$ cat src/rtl/lvds_rx_iq_unpack_if.sv
// Frame input and unpacked-sample output bundle of the LVDS I/Q unpacker.
// The slave side is the unpacker; the master side is its environment.
interface lvds_rx_iq_unpack_if #(
    parameter int unsigned OUT_W = 16
);
    logic             i_valid;
    logic [31:0]      i_data;
    logic             i_ready;
    logic             o_valid;
    logic [OUT_W-1:0] o_i;
    logic [OUT_W-1:0] o_q;
    logic [1:0]       o_ctrl;

    modport slave (
        input  i_valid, i_data, i_ready,
        output o_valid, o_i, o_q, o_ctrl
    );

    modport master (
        output i_valid, i_data, i_ready,
        input  o_valid, o_i, o_q, o_ctrl
    );
endinterface

$ cat src/rtl/lvds_rx_iq_unpack.sv
// Sync-checks 32-bit LVDS I/Q frames and unpacks them into a show-ahead FIFO.
// Saturating counters track sync-error drops and FIFO-full drops.
module lvds_rx_iq_unpack #(
    parameter int unsigned FIFO_AW = 2,
    parameter int unsigned OUT_W   = 16,
    parameter int unsigned CNT_W   = 16
) (
    input  logic                i_ddr_clk,
    input  logic                i_reset,
    input  logic                i_rx_en,
    lvds_rx_iq_unpack_if.slave  bus,
    output logic [FIFO_AW:0]    o_level,
    input  logic                i_cnt_clear,
    output logic [CNT_W-1:0]    o_ovf_cnt,
    output logic [CNT_W-1:0]    o_sync_err_cnt
);
    localparam int unsigned DEPTH = 2 ** FIFO_AW;
    localparam int unsigned SMP_W = 13;
    localparam int unsigned ENT_W = 2 * SMP_W + 2;
    localparam int unsigned LVL_W = FIFO_AW + 1;

    logic               stg_valid_q, stg_valid_d;
    logic [31:0]        stg_data_q, stg_data_d;
    logic [ENT_W-1:0]   mem_q [DEPTH];
    logic [ENT_W-1:0]   mem_d [DEPTH];
    logic [FIFO_AW-1:0] wr_ptr_q, wr_ptr_d;
    logic [FIFO_AW-1:0] rd_ptr_q, rd_ptr_d;
    logic [LVL_W-1:0]   level_q, level_d;
    logic               valid_q, valid_d;
    logic [OUT_W-1:0]   i_smp_q, i_smp_d;
    logic [OUT_W-1:0]   q_smp_q, q_smp_d;
    logic [1:0]         ctrl_q, ctrl_d;
    logic [CNT_W-1:0]   ovf_q, ovf_d;
    logic [CNT_W-1:0]   serr_q, serr_d;

    logic               sync_ok_c;
    logic               pop_c;
    logic               wr_ok_c;
    logic               push_c;
    logic [ENT_W-1:0]   entry_c;
    logic [ENT_W-1:0]   head_c;

    // Next-state: stage capture, FIFO push/pop, registered head view, counters.
    always_comb begin
        stg_valid_d = 1'b0;
        stg_data_d  = stg_data_q;
        mem_d       = mem_q;
        wr_ptr_d    = wr_ptr_q;
        rd_ptr_d    = rd_ptr_q;
        ovf_d       = ovf_q;
        serr_d      = serr_q;

        sync_ok_c = (stg_data_q[31:30] == 2'b10) && (stg_data_q[15:14] == 2'b01);
        pop_c     = valid_q & bus.i_ready;
        wr_ok_c   = (level_q < LVL_W'(DEPTH)) | pop_c;
        push_c    = stg_valid_q & sync_ok_c & wr_ok_c;
        entry_c   = {stg_data_q[29:17], stg_data_q[13:1], stg_data_q[16], stg_data_q[0]};

        if (bus.i_valid && i_rx_en) begin
            stg_valid_d = 1'b1;
            stg_data_d  = bus.i_data;
        end

        if (push_c) begin
            mem_d[wr_ptr_q] = entry_c;
            wr_ptr_d        = wr_ptr_q + 1'b1;
        end
        if (pop_c) begin
            rd_ptr_d = rd_ptr_q + 1'b1;
        end

        level_d = level_q + LVL_W'(push_c) - LVL_W'(pop_c);
        valid_d = (level_d != '0);

        // Head is sampled from next-state memory so a write into an empty FIFO shows after one edge.
        head_c  = mem_d[rd_ptr_d];
        i_smp_d = OUT_W'($signed(head_c[ENT_W-1 -: SMP_W]));
        q_smp_d = OUT_W'($signed(head_c[ENT_W-1-SMP_W -: SMP_W]));
        ctrl_d  = head_c[1:0];

        if (i_cnt_clear) begin
            ovf_d  = '0;
            serr_d = '0;
        end else if (stg_valid_q) begin
            if (!sync_ok_c && (serr_q != '1)) begin
                serr_d = serr_q + CNT_W'(1);
            end
            if (sync_ok_c && !wr_ok_c && (ovf_q != '1)) begin
                ovf_d = ovf_q + CNT_W'(1);
            end
        end
    end

    always_ff @(posedge i_ddr_clk) begin
        if (i_reset) begin
            stg_valid_q <= 1'b0;
            stg_data_q  <= '0;
            for (int unsigned i = 0; i < DEPTH; i++) begin
                mem_q[i] <= '0;
            end
            wr_ptr_q <= '0;
            rd_ptr_q <= '0;
            level_q  <= '0;
            valid_q  <= 1'b0;
            i_smp_q  <= '0;
            q_smp_q  <= '0;
            ctrl_q   <= '0;
            ovf_q    <= '0;
            serr_q   <= '0;
        end else begin
            stg_valid_q <= stg_valid_d;
            stg_data_q  <= stg_data_d;
            mem_q       <= mem_d;
            wr_ptr_q    <= wr_ptr_d;
            rd_ptr_q    <= rd_ptr_d;
            level_q     <= level_d;
            valid_q     <= valid_d;
            i_smp_q     <= i_smp_d;
            q_smp_q     <= q_smp_d;
            ctrl_q      <= ctrl_d;
            ovf_q       <= ovf_d;
            serr_q      <= serr_d;
        end
    end

    assign bus.o_valid     = valid_q;
    assign bus.o_i         = i_smp_q;
    assign bus.o_q         = q_smp_q;
    assign bus.o_ctrl      = ctrl_q;
    assign o_level         = level_q;
    assign o_ovf_cnt       = ovf_q;
    assign o_sync_err_cnt  = serr_q;
endmodule

$ cat src/flat_wrapper.sv
// flat-port wrapper written by rule: the top's interface ports become plain ports
module lvds_rx_iq_unpack_flat 
#(
    parameter int unsigned FIFO_AW = 2,
    parameter int unsigned OUT_W   = 16,
    parameter int unsigned CNT_W   = 16
)
  (i_ddr_clk, i_reset, i_rx_en, o_level, i_cnt_clear, o_ovf_cnt, o_sync_err_cnt, bus_i_valid, bus_i_data, bus_i_ready, bus_o_valid, bus_o_i, bus_o_q, bus_o_ctrl);
  lvds_rx_iq_unpack_if #(.OUT_W(OUT_W)) bus_i ();
  input  logic i_ddr_clk;
  input  logic i_reset;
  input  logic i_rx_en;
  output logic [FIFO_AW:0] o_level;
  input  logic i_cnt_clear;
  output logic [CNT_W-1:0] o_ovf_cnt;
  output logic [CNT_W-1:0] o_sync_err_cnt;
  input wire logic [$bits(bus_i.i_valid)-1:0] bus_i_valid;
  input wire logic [$bits(bus_i.i_data)-1:0] bus_i_data;
  input wire logic [$bits(bus_i.i_ready)-1:0] bus_i_ready;
  output wire logic [$bits(bus_i.o_valid)-1:0] bus_o_valid;
  output wire logic [$bits(bus_i.o_i)-1:0] bus_o_i;
  output wire logic [$bits(bus_i.o_q)-1:0] bus_o_q;
  output wire logic [$bits(bus_i.o_ctrl)-1:0] bus_o_ctrl;
  assign bus_i.i_valid = bus_i_valid;
  assign bus_i.i_data = bus_i_data;
  assign bus_i.i_ready = bus_i_ready;
  assign bus_o_valid = bus_i.o_valid;
  assign bus_o_i = bus_i.o_i;
  assign bus_o_q = bus_i.o_q;
  assign bus_o_ctrl = bus_i.o_ctrl;
  lvds_rx_iq_unpack #(.FIFO_AW(FIFO_AW), .OUT_W(OUT_W), .CNT_W(CNT_W)) u_core (.i_ddr_clk(i_ddr_clk), .i_reset(i_reset), .i_rx_en(i_rx_en), .bus(bus_i), .o_level(o_level), .i_cnt_clear(i_cnt_clear), .o_ovf_cnt(o_ovf_cnt), .o_sync_err_cnt(o_sync_err_cnt));
endmodule
$ cat config.mk
export PLATFORM = sky130hd
export DESIGN_NAME = lvds_rx_iq_unpack_flat
export DESIGN_NICKNAME = d
export VERILOG_FILES = /design/src/rtl/lvds_rx_iq_unpack_if.sv /design/src/rtl/lvds_rx_iq_unpack.sv /design/src/flat_wrapper.sv
export SDC_FILE = /design/constraint.sdc
export NUM_CORES = 1
export LEC_CHECK = 0
export BUFFER_PORTS_ARGS = -buffer_cell sky130_fd_sc_hd__buf_2
export CORE_MARGIN = 2
export CORE_UTILIZATION = 40
export CTS_BUF_LIST = sky130_fd_sc_hd__clkbuf_2 sky130_fd_sc_hd__clkbuf_4 sky130_fd_sc_hd__clkbuf_8
export CTS_CLUSTER_DIAMETER = 50
export DETAILED_ROUTE_END_ITERATION = 10
export MAX_ROUTING_LAYER = met4
export PLACE_DENSITY = 0.59
export SLEW_MARGIN = 25
export SYNTH_ARGS = -nofsm -noshare
export SYNTH_HDL_FRONTEND = slang
export SYNTH_SLANG_ARGS = --single-unit
$ cat constraint.sdc
create_clock -name i_ddr_clk -period 2.4 [get_ports i_ddr_clk]
set_clock_uncertainty 0.15 [all_clocks]
set_input_delay 0.36 -clock i_ddr_clk [delete_from_list [all_inputs] [get_ports i_ddr_clk]]
set_output_delay 0.36 -clock i_ddr_clk [all_outputs]
set_load 0.1 [all_outputs]
**Word level (Yosys, flattened, before mapping)**

Index checks and enable logic that the tools add are counted.

- Equality and inequality tests: 4
- Order comparisons: 4
- Reduce and logical (&&, ||, !) cells: 12
- Muxes and demuxes: 9
- Add/subtract/negate cells: 6
- Bitwise gates (word level): 6

Operators by type and width:

| kind | count |
|---|---|
| $bwmux 112 | 1 |
| $mux 112 | 1 |
| $mux 28 | 3 |
| $bmux 28 s2 | 1 |
| $demux 28 s2 | 1 |
| $add 16x1->16 const B | 2 |
| $ne 16x16->1 const B | 2 |
| $ge 3x3->1 const B | 2 |
| $logic_and 1x1->1 | 6 |
| $not 2->3 | 2 |
| $add 2x1->2 const B | 2 |
| $reduce_and 2->1 | 2 |
| $add 3x1->3 | 1 |
| $and 1x1->1 | 3 |
| $lt 3x1->1 const B | 1 |
| $lt 3x3->1 const B | 1 |
| $reduce_bool 3->1 | 1 |
| $sub 3x1->3 | 1 |
| $eq 2x1->1 const B | 1 |
| $eq 2x2->1 const B | 1 |
| $logic_not 1->1 | 2 |
| $mux 2 | 1 |
| $reduce_or 2->1 | 1 |
| $mux 1 | 1 |
| $or 1x1->1 | 1 |

- Register bits: 213

**Longest topological paths before layout**

- Depth in word-level cells: 10
- Depth in mapped cells: 9
- Depth with buffers taken out: 8

**Worst setup path after synthesis**

No wires, ideal clock.

- Kind: register to register
- From: register u_core.level_q[2], in the netlist u_core.o_level[2]
- To: register u_core.valid_q, in the netlist u_core.bus.o_valid
- Path slack: -0.294 ns
- Clock period less this slack: 2.694 ns
- Stages on the path, launching flop included: 9
- Path buffers: 1
- Arrival time: 2.412 ns
- Path through: dfxtp_1 -> a21bo_1 -> buf_4 -> nand3_2 -> inv_2 -> ha_1 -> fa_1 -> xnor2_1 -> a21oi_1

- Longest elaborated chain between the ends: 6

RTL lines:

| item | line | RTL |
|---|---|---|
| from (decl) | lvds_rx_iq_unpack.sv:28 | `logic [LVL_W-1:0] level_q, level_d;` |
| from (signal assigned) | lvds_rx_iq_unpack.sv:116 | `level_q <= level_d;` |
| $lt 3x3->1 | lvds_rx_iq_unpack.sv:55 | `wr_ok_c = (level_q < LVL_W'(DEPTH)) \| pop_c;` |
| $or 1x1->1 | lvds_rx_iq_unpack.sv:55 |  |
| $and 1x1->1 | lvds_rx_iq_unpack.sv:56 | `push_c = stg_valid_q & sync_ok_c & wr_ok_c;` |
| $add 3x1->3 (*) | lvds_rx_iq_unpack.sv:72 | `level_d = level_q + LVL_W'(push_c) - LVL_W'(pop_c);` |
| $sub 3x1->3 (*) | lvds_rx_iq_unpack.sv:72 |  |
| $reduce_bool 3->1 (*) | lvds_rx_iq_unpack.sv:73 | `valid_d = (level_d != '0);` |
| to (signal assigned) | lvds_rx_iq_unpack.sv:117 | `valid_q <= valid_d;` |
| to (decl) | lvds_rx_iq_unpack.sv:29 | `logic valid_q, valid_d;` |

Mark *: on every way between the ends. The rest lies on a longest branch, timed or not.
A chain may end at the register's enable or synchronous reset.

**Worst setup path after layout**

- From: register u_core.stg_data_q[30]
- To: register u_core.valid_q, in the netlist u_core.bus.o_valid

- Longest elaborated chain between the ends: 7

RTL lines:

| item | line | RTL |
|---|---|---|
| from (decl) | lvds_rx_iq_unpack.sv:23 | `logic [31:0] stg_data_q, stg_data_d;` |
| from (signal assigned) | lvds_rx_iq_unpack.sv:112 | `stg_data_q <= stg_data_d;` |
| $eq 2x2->1 | lvds_rx_iq_unpack.sv:53 | `sync_ok_c = (stg_data_q[31:30] == 2'b10) && (stg_data_q[15:14] == 2'b01);` |
| $logic_and 1x1->1 | lvds_rx_iq_unpack.sv:53 |  |
| $and 1x1->1 (2 in series) | lvds_rx_iq_unpack.sv:56 |  |
| $add 3x1->3 | lvds_rx_iq_unpack.sv:72 |  |
| $sub 3x1->3 | lvds_rx_iq_unpack.sv:72 |  |
| named net u_core.level_d[1] | lvds_rx_iq_unpack.sv:28 |  |
| $reduce_bool 3->1 | lvds_rx_iq_unpack.sv:73 |  |

The timed path passes the listed nets, and every way through them passes these cells.

==> impl_metrics.ini <==
[cts]
clock_latency_ps = 530
cts_resized = 0
cts_buffers = 38
htree_levels = 2
cts_buffer_depth = 3
cts_tree = yes
cts.sinks = 213
cts_setup_buffers = 0
cts_hold_buf = 32
clkTransAtPathRegs_ps = 60
clockRootBuffer = clkbuf_8

[finish]
drive_above_1_share_pct = 20.7
final_common_cell = nand2_1
instances_no_fill = 1555
design_area_sq_um = 11300
syn_to_final_growth_pct = 23.3
final_nets = 1291
final_cell_mix = nand2_1 (248), dfxtp_1 (198), a21oi_1 (123)
n_fill_cell = 2209
antenna_cells = 0

[sta]
grt_setup_unrepaired = no
setup_viol = 0
drv_slew = 0
period_needed_ps = 2140
worst_pin_slew_ps = 653
worst_slack_ps = 260
hold_viol_final = 0
period_share_pct = 89.2
slew_headroom_pct = 56.1
final.setup.tns_ps = 0
clock.fmax_ghz = 0.467

[detailed_routing]
wl_per_cell_um = 15.4
ant_nets = 0
drt_iter0_drc = 509
dr.pass1.iters = 5
wl_mm = 24.0
drt-vias-per-instance = 5.19
drt_drc_violations_left = 0
vias = 8076

[placement]
dp_cells = 1457
place_hpwl_mm = 15.0
dp_worst_setup_slack_ps = 193
numPortBuffers = 107
place_congestion = 0.779
place_area_sq_um = 10100

[hold_path]
hold_path_depth = 4
min_from = i_rx_en
holdCritPathClass = in -> reg

[setup_path]
critPathSlowestCell = and4bb_2
start_kind = flip-flop
endpoint_kind = flip-flop
worstSetupPathType = reg -> reg
cp_max_fo = 8
cp_cell_sequence = and4bb_2 -> nand3_2 -> inv_2 -> ha_1 -> fa_1 -> nor2_1 -> a21oi_1
arrival_ps = 2400
crit_required_ps = 2660
r2r_cells = 7
reg2reg_from = u_core.stg_data_q[30]
crit_start = u_core.stg_data_q[30]
slowest_delay_ps = 430

[global_route]
grt_overflow = 0
track_usage_pct = 20.6
first_global_vias = 7622
grt_max_degree = 57
grt_pass1_wl_mm = 39.2
grt_antenna_before_repair = 0

[synth]
synth_top_area_share_pct = 46.6
synth_flop_cell = dfxtp_1
synth_area_leader_cell = dfxtp_1
ys_warn_count = 0
synthTopCellsByArea = dfxtp_1 (47%), nand2_1 (10%), a21oi_1 (6.7%)
synth_cell_types = 53
synth-edff-count = 0
synthesis.nets = 1147
async_reset_ff_share_pct = 0
syn-instance-count = 1100
synth-seq-cells = 213
yosysSeqAreaShare_pct = 46.6
synth_area_sq_um = 9150
syn_area_per_cell_sq_um = 8.32

[power]
p_per_area_nw_per_um2 = 857
irDropWorstVdd_mv = 0.468
p_leak_uw = 0.00447

[die]
dieWidth_um = 155
die_height_um = 155
ios = 108
row_count = 55
die_area_sq_um = 24100
core_sq_um = 22600
initial_core_util_pct = 40.5

[flow_run]
maxCapViolCount = 0

[status]
outcome = finished clean
[area by class of cell]
class / count / area [sq um] / area share (%)
Clock buffer: 63 / 805 / 7.13
Clock inverter: 3 / 15.0 / 0.133
Inverter: 13 / 48.8 / 0.433
Multi-Input combinational cell: 788 / 4430 / 39.3
Sequential cell: 213 / 4280 / 38.0
Tap cell: 285 / 357 / 3.16
Timing Repair Buffer: 190 / 1340 / 11.9
[registers in the layout, summed over array words and instances (netlist names)]
register               cells
u_core.bus.o_valid         1
u_core.o_ovf_cnt          16
u_core.rd_ptr_q            2
u_core.stg_data_q         32
u_core.o_sync_err_cnt     16
u_core.bus.o_ctrl          2
u_core.mem_q             112
u_core.stg_valid_q         1
u_core.o_level             3
u_core.bus.o_i            13
u_core.bus.o_q            13
u_core.wr_ptr_q            2
[final timing paths]
| path | endpoint | slack, ps |
|---|---|---|
| worst max-delay path | u_core.bus.o_valid | 260 |
| worst min-delay path | u_core.stg_data_q[1] | 170 |
| worst max register to register | u_core.bus.o_valid | 260 |
| worst min register to register | u_core.mem_q[49] | 300 |
[cell families after synthesis]
| logic type | after synthesis | synth area share [%] |
|---|---|---|
| multiplexers | 31 | 3.42 |
| AND/OR/NAND/NOR | 529 | 27.7 |
| AO/OA/AOI/OAI | 189 | 13.0 |
| XOR/XNOR | 30 | 2.87 |
| flip-flops | 213 | 46.6 |
| buffers and inverters | 99 | 5.10 |
| adder cells (fa/ha/maj) | 9 | 1.31 |
[where the power goes]
part / internal [uW] / switching (uW) / total, uW
logic: 641 / 1650 / 2290
clock network: 2100 / 1480 / 3580
registers: 3680 / 114 / 3790
total: 6420 / 3240 / 9660
[metrics by stage]
step                hold slack, ps  util (%)  power, uW
floorplan                      281         -       5600
global placement               287      44.9       6110
detailed placement             292      44.9       6120
CTS                            140      50.0       9760
global route                   196      50.0      10100
finish                         165      50.0       9660
[synth_stat cells (2+ instances only)]
master    count
a21oi_1     123
buf_2        25
inv_1        12
a221oi_1      4
buf_4        13
or3_1        57
xor2_1        4
nor2_1       65
and3_1        4
nand4_1      13
xnor2_1      26
and4_1       10
nor3_1       56
o21ai_0       4
ha_1          8
nand4_2       2
o221ai_1     13
a221oi_2      9
nand3b_1      2
nand2b_1     29
a32oi_1      14
nand3_1      11
nor3b_1       4
nor4_1        5
clkbuf_1     44
o22ai_1      14
nand3_2       2
mux2_2        2
nand2_1     248
nor2b_1       4
mux2i_1      29
dfxtp_1     213
buf_1         2
nor4b_1       5
and2_1        5
buf_6         2
[critical path: cells and delay by family (launching register included)]
kind / cells / cell delay (ps)
AND/OR/NAND/NOR: 3 / 680
adder cells (fa/ha/maj): 2 / 610
flip-flops: 1 / 310
buffers and inverters: 1 / 180
AO/OA/AOI/OAI: 1 / 60
[metal layers]
layer	GRT usage, %	share of wire, %	vias up
met5	-	0	-
met4	5.46	1.7	0
met3	3.37	4.5	37
met2	32.4	45	190
met1	27.7	48	3759
li1	-	-	4090
(Power assumes the default switching activity.)
